File: src/rtl/reg_write_arbiter.sv
// rtl/reg_write_arbiter.sv - round-robin arbiter for the write port of one shared register
//
// Purpose: NREQ requesters post write data with a level request. One winner
// per cycle is chosen round-robin and drives the shared register's en/D port
// through registered outputs. The winner receives a one-cycle ack and its
// index is reported on grant_id_o.
//
// Optional feature macro: REG_ARB_LOCK_EN (adds lock_i burst lock).
//
// Ports:
//   clk_i       in   1        clock, rising edge
//   rst_ni      in   1        asynchronous active-low reset
//   req_i       in   NREQ     request level, bit i = requester i
//   data_i      in   NREQ*N   packed write data, requester i at [i*N +: N]
//   lock_i      in   NREQ     burst lock (REG_ARB_LOCK_EN only)
//   ack_o       out  NREQ     one-hot one-cycle pulse to the served requester
//   reg_en_o    out  1        write enable to the shared register
//   reg_d_o     out  N        write data to the shared register
//   grant_id_o  out  IDW      index of the requester served this cycle

module reg_write_arbiter #(
    parameter int N    = 32,
    parameter int NREQ = 4,
    parameter int IDW  = $clog2(NREQ)
) (
    input  logic              clk_i,
    input  logic              rst_ni,
    input  logic [NREQ-1:0]   req_i,
    input  logic [NREQ*N-1:0] data_i,
`ifdef REG_ARB_LOCK_EN
    input  logic [NREQ-1:0]   lock_i,
`endif
    output logic [NREQ-1:0]   ack_o,
    output logic              reg_en_o,
    output logic [N-1:0]      reg_d_o,
    output logic [IDW-1:0]    grant_id_o
);

    localparam logic [IDW:0] NREQ_W = (IDW+1)'(NREQ);
    localparam logic [IDW-1:0] LAST_ID = IDW'(NREQ - 1);

    logic [NREQ-1:0] ack_q, ack_d;
    logic            en_q, en_d;
    logic [N-1:0]    d_q, d_d;
    logic [IDW-1:0]  gid_q, gid_d;
    logic [IDW-1:0]  ptr_q, ptr_d;

    logic [NREQ-1:0] elig;
    logic [IDW-1:0]  win;
    logic            hold;

    // First eligible index searching from p upwards with wrap. Scanning from
    // the farthest candidate to the nearest lets the nearest one win.
    function automatic logic [IDW-1:0] rr_pick(input logic [NREQ-1:0] e,
                                               input logic [IDW-1:0]  p);
        logic [IDW:0]   s;
        logic [IDW-1:0] idx;
        rr_pick = '0;
        for (int k = NREQ - 1; k >= 0; k--) begin
            s = {1'b0, p} + (IDW+1)'(k);
            if (s >= NREQ_W) begin
                s = s - NREQ_W;
            end
            idx = s[IDW-1:0];
            if (e[idx]) begin
                rr_pick = idx;
            end
        end
    endfunction

    always_comb begin
        // The requester acked this cycle is masked so a held req that has
        // just been served is not served again on the next edge.
        elig = req_i & ~ack_q;
        win  = rr_pick(elig, ptr_q);

`ifdef REG_ARB_LOCK_EN
        // Burst lock: the last winner keeps the port while it holds both req
        // and lock; ack mask and pointer advance are bypassed.
        hold = en_q & req_i[gid_q] & lock_i[gid_q];
`else
        hold = 1'b0;
`endif

        ack_d = '0;
        en_d  = 1'b0;
        d_d   = d_q;
        gid_d = gid_q;
        ptr_d = ptr_q;

        if (hold) begin
            en_d         = 1'b1;
            ack_d[gid_q] = 1'b1;
            d_d          = data_i[gid_q*N +: N];
        end else if (|elig) begin
            en_d       = 1'b1;
            ack_d[win] = 1'b1;
            d_d        = data_i[win*N +: N];
            gid_d      = win;
            ptr_d      = (win == LAST_ID) ? '0 : win + 1'b1;
        end
    end

    always_ff @(posedge clk_i or negedge rst_ni) begin
        if (!rst_ni) begin
            ack_q <= '0;
            en_q  <= 1'b0;
            d_q   <= '0;
            gid_q <= '0;
            ptr_q <= '0;
        end else begin
            ack_q <= ack_d;
            en_q  <= en_d;
            d_q   <= d_d;
            gid_q <= gid_d;
            ptr_q <= ptr_d;
        end
    end

    assign ack_o      = ack_q;
    assign reg_en_o   = en_q;
    assign reg_d_o    = d_q;
    assign grant_id_o = gid_q;

endmodule
File: config.mk
export PLATFORM = sky130hd
export DESIGN_NAME = reg_write_arbiter
export DESIGN_NICKNAME = d
export VERILOG_FILES = /design/src/rtl/reg_write_arbiter.sv
export SDC_FILE = /design/constraint.sdc
export NUM_CORES = 1
export LEC_CHECK = 0
export ABC_AREA = 1
export CAP_MARGIN = 25
export CORE_MARGIN = 3
export CORE_UTILIZATION = 40
export CTS_BUF_LIST = sky130_fd_sc_hd__clkbuf_8
export DETAILED_ROUTE_END_ITERATION = 8
export PLACE_DENSITY = 0.79
export SETUP_SLACK_MARGIN = 0.1
export SYNTH_ARGS = -nofsm -noshare
export SYNTH_HDL_FRONTEND = slang
export SYNTH_SLANG_ARGS = --single-unit
File: constraint.sdc
create_clock -name clk_i -period 2.05 [get_ports clk_i]
set_input_delay 0.3075 -clock clk_i [delete_from_list [all_inputs] [get_ports clk_i]]
set_output_delay 0.3075 -clock clk_i [all_outputs]
set_load 0.02 [all_outputs]
; ---- Word level (Yosys, flattened, before mapping)
; Index checks and enable logic that the tools add are counted.
[totals]
latchBits = 0
elab_cells = 50
memories = 0
register_bits = 41
ramBits = 0
out_inout_bits = 39
input_bits = 134
romBits = 0
[classes]
multipliers = 0
eq_ne = 1
muxes = 21
shifts = 1
reduce_logical = 2
bitwise = 2
add_sub_neg = 8
n_div = 0
order_cmp = 10
[ops]
columns = operator, n
row1 = $shiftx A128 B8 Y32, 1
row2 = $mux W2, 9
row3 = $lt A2 B3 Y1 const B, 5
row4 = $ge A3 B3 Y1 const B, 3
row5 = $bmux W1 S2, 4
row6 = $sub A2 B1 Y2 const B, 4
row7 = $add A2 B2 Y3 const B, 2
row8 = $mux W1, 6
row9 = $and A4 B4 Y4, 1
row10 = $mux W4, 1
row11 = $not A4 Y4, 1
row12 = $reduce_or A4 Y1, 1
row13 = $add A2 B1 Y3 const B, 1
row14 = $ge A2 B3 Y1 const B, 1
row15 = $add A2 B1 Y2 const B, 1
row16 = $demux W1 S2, 1
row17 = $eq A2 B2 Y1 const B, 1
row18 = $ge A2 B1 Y1 const B, 1
row19 = $logic_and A1 B1 Y1, 1

; ---- Logic depth before layout (Yosys ltp)
[depth]
depth_word = 14
mapped_depth = 16
mapped_depth_nobuf = 14

; ---- Worst setup path after synthesis
; No wires, ideal clock.
[synth_path]
kind = register to register
start = register ack_q[2] (netlist: ack_o[2])
end = register ptr_q[1]
setup_time_ps = 132
n_path_buf = 1
required_time_ps = 1918
stages_incl_launch_ff = 13
period_less_slack_ps = 1774
t_arrival_ps = 1641
slack_ps = 276
path_cell_list = dfrtp_1 -> inv_1 -> nand3_1 -> nand3_1 -> nand2_2 -> nand2_4 -> nand2_4 -> nand2_2 -> nand2_2 -> buf_4 -> ha_1 -> nand2_1 -> o21ai_0
[synth_via]
elab_chain_cells = 10
word_cells_on_any_way = 18
cone_classes = add/sub: 1 / eq/ne: 1 / mux: 13 / bitwise: 2 / reduce/logical: 1
[synth_rtl]
columns = item, line_no
row1 = from (decl), 42  ; logic [NREQ-1:0] ack_q, ack_d;
row2 = from (signal assigned), 112  ; ack_q <= ack_d;
row3 = $not A4 Y4 *, 74  ; elig = req_i & ~ack_q;
row4 = $and A4 B4 Y4 *, 74
row5 = $bmux W1 S2, 65  ; if (e[idx]) begin
row6 = $mux W1 (not written as such), 65
row7 = $mux W2 (4 in series), 65
row8 = $add A2 B1 Y2 or $eq A2 B2 Y1 (tied branches), 100  ; ptr_d = (win == LAST_ID) ? '0 : win + 1'b1;
row9 = $mux W2, 100
row10 = to (signal assigned), 116  ; ptr_q <= ptr_d;
row11 = to (decl), 46  ; logic [IDW-1:0] ptr_q, ptr_d;
; Mark *: on every way between the ends. The rest lies on a longest branch, timed or not. The select of a mux whose other input is x is not followed.
; A chain may end at the register's enable or synchronous reset.

; ---- Worst setup path in the final report
[layout_path]
start = register ptr_q[0]
end = register ptr_q[1]
[layout_via]
elab_chain_cells = 11
word_cells_on_any_way = 30
cone_classes = add/sub: 8 / order compare: 4 / eq/ne: 1 / mux: 17
[layout_rtl]
columns = item, line_no
row1 = $add A2 B2 Y3, 60  ; s = {1'b0, p} + (IDW+1)'(k);
row2 = $ge A3 B3 Y1 or $sub A2 B1 Y2 (tied branches), "61, 62"
row3 = $mux W2, 61  ; if (s >= NREQ_W) begin
row4 = $bmux W1 S2, 65
row5 = $mux W1 (not written as such), 65
row6 = $mux W2 (3 in series), 65
row7 = $mux W2 *, 65
row8 = $add A2 B1 Y2 or $eq A2 B2 Y1 (tied branches), 100
row9 = $mux W2 *, 100
; Marks and branches as above.

==> results.py <==
metrics = {
    "run_status": {
        "outcome": "complete, no violations",
    },
    "worst_setup_path": {
        "critPathKind": "flop to flop",
        "path_max_fanout": 8,
        "cp-end-kind": "flop",
        "crit_required_ps": 2240,
        "crit_arrival_ps": 2130,
        "startpoint_type": "flop",
    },
    "placement": {
        "hpwl_um": 9150,
        "port_buffers": 172,
        "globalplace.congestion": 0.881,
        "dp_slack_ps": -161,
    },
    "sta": {
        "fin_ws_ps": 111,
        "fmax_mhz": 516,
        "setup_viol": 0,
        "slew_violations": 0,
        "hold_violations": 0,
        "min_period_ps": 1940,
        "rsz0062_at_grt": "yes",
        "tightest_slew_ps": 320,
        "fin_crit_sh_pct": 94.6,
        "skew_ps": 3.76,
        "slew_headroom_pct": 78.6,
    },
    "floorplan": {
        "num_io_pins": 173,
        "core_mm2": 0.00846,
        "die_w_um": 101,
        "die_area_mm2": 0.0102,
        "fp.dieH_um": 101,
        "fp-row-count": 33,
        "initial_core_util_pct": 42.5,
    },
    "final_layout": {
        "nets": 904,
        "n_antenna_cell": 0,
        "final_common_cell": "nand2_1",
        "final_cell_mix": "nand2_1 (179), clkdlybuf4s50_1 (171), nand3_1 (156)",
        "fillers": 734,
        "layout-drive-gt1-share_pct": 10.0,
        "area_growth_pct": 59.4,
        "post-route-util_pct": 67.8,
    },
    "global_route": {
        "grt_max_degree": 49,
        "grt_overflow": 0,
        "antenna_found_initial": 0,
        "grt_pass1_wl_um": 19800,
        "first_global_vias": 4260,
        "groute.usage.overall_pct": 24.2,
    },
    "power": {
        "irDropWorstVdd_mv": 1.01,
        "powerDensity_mw_per_mm2": 1870,
        "p_leak_nw": 3.18,
        "total_power_mw": 10.7,
    },
    "routing": {
        "drc_errors": 0,
        "drt-total-wl_um": 13100,
        "vias": 4440,
        "ant_nets": 0,
        "wl_per_cell_um": 15.0,
        "dr.pass1.iters": 5,
        "viasPerCell": 5.07,
        "drt_iter0_markers": 244,
    },
    "logic_synthesis": {
        "syn_area_mm2": 0.00360,
        "yosysUniqueCellTypes": 20,
        "synth_cells": 598,
        "synth_nets": 733,
        "synth-seq-cells": 41,
        "yosys_warnings": 0,
        "synth-seq-area-share_pct": 28.5,
        "syn_area_per_cell_um2": 6.02,
    },
    "cts": {
        "cts_tree": "yes",
        "htreeDepth": 2,
        "numCtsBuffers": 5,
        "clock_latency_ps": 300,
        "clk_pin_slew_ps": 80,
        "clock_path_buffers": 2,
        "cts-root-buf": "clkbuf_8",
        "clock-sinks": 41,
    },
    "run": {
        "cap_violations": 0,
    },
    "hold_path": {
        "hold_class": "input pin to async pin",
    },
}
==> through the flow <==
stage | hold WS (ps) | cell area, um^2 | setup TNS (ps) | instances
detailed placement | 216 | 5410 | -4230 | 860
global route | 461 | 5740 | -211 | 875
CTS | 436 | 5540 | 0 | 869
global placement | 215 | 5410 | -1370 | 860
finish | 443 | 5740 | 0 | 875
floorplan | 11.9 | 3600 | 0 | 598
==> kinds of logic (layout without fill, tap and decap cells) <==
| kind of cell | after synthesis | count (layout) | share of synthesized area [%] |
|---|---|---|---|
| compound gates | 5 | 5 | 0.834 |
| fa+ha+maj | 1 | 1 | 0.348 |
| buf+inv | 178 | 350 | 22.3 |
| flops | 41 | 41 | 28.5 |
| simple gates | 373 | 373 | 48.0 |
==> Yosys cell counts (all sizes together) <==
| library cell | n | area [um^2] |
|---|---|---|
| a21oi | 2 | 10.0 |
| buf | 33 | 255 |
| clkbuf | 4 | 15.0 |
| clkinv | 1 | 3.75 |
| dfrtp | 41 | 1030 |
| ha | 1 | 12.5 |
| inv | 140 | 531 |
| nand2 | 196 | 771 |
| nand3 | 173 | 941 |
| nor2 | 4 | 15.0 |
| o21ai | 2 | 13.8 |
| o22ai | 1 | 6.26 |
==> timing repair <==
item	in CTS	in global routing
cloned	0	3
gates resized for setup	2	28
hold buffers	1	0
endpoints found under the hold margin	12	0
setup buffers	0	3
setup endpoints to repair	33	35
pin swaps	0	8
==> power by group <==
| part | leakage, nW | internal (mW) | switching [mW] |
|---|---|---|---|
| clock network | 0.0626 | 0.392 | 0.295 |
| registers | 0.491 | 1.29 | 0.288 |
| logic | 2.62 | 3.52 | 4.94 |
==> worst paths after layout <==
kind	start	to	slack, ps	depth (start not counted)
max in group asynchronous	rst_ni	ptr_q[1]$_DFFE_PN0P_	1070	3
setup / recovery	ptr_q[0]$_DFFE_PN0P_	ptr_q[1]$_DFFE_PN0P_	110	13
hold / removal	rst_ni	reg_d_o[15]$_DFFE_PN0P_	440	2
min in group clk_i	reg_d_o[1]$_DFFE_PN0P_	reg_d_o[1]$_DFFE_PN0P_	480	2
setup reg to reg	ptr_q[0]$_DFFE_PN0P_	ptr_q[1]$_DFFE_PN0P_	110	13
hold reg to reg	reg_d_o[1]$_DFFE_PN0P_	reg_d_o[1]$_DFFE_PN0P_	480	2
==> critical path, stage by stage, from the launching register on <==
cell and delay (ps):
dfrtp_2 480, clkinv_4 130, nand3_2 90, nand2_2 70, nand2_2 90, nand2_2 70
nand2_4 100, nand2_4 80, nand2_8 110, nand2_8 90, buf_6 130, ha_1 260
nand2_1 70, o21ai_1 50
==> layer usage <==
metal | vias to the layer above | routed length [um] | GRT usage (%)
li1 | 2143 | - | -
met1 | 2050 | 5130 | 29.1
met2 | 214 | 6610 | 42.9
met3 | 33 | 947 | 4.08
met4 | 0 | 408 | 9.33
met5 | - | 0 | 0
==> flip-flops by register name, summed over array words and instances, names as in the netlist <==
signal / flops
ack_o: 4
reg_en_o: 1
grant_id_o: 2
ptr_q: 2
reg_d_o: 32
==> layout make-up <==
cell class,instances,area [um^2],share of cell area (%)
tap,105,131,2.29
clock buffer,6,82.6,1.44
timing repair buffer,201,2090,36.3
inverter,141,539,9.40
sequential,41,1030,17.9
multi-input combinational,379,1840,32.0
clock inverter,2,33.8,0.589
No activity file was read; power rests on OpenSTA's default activity.
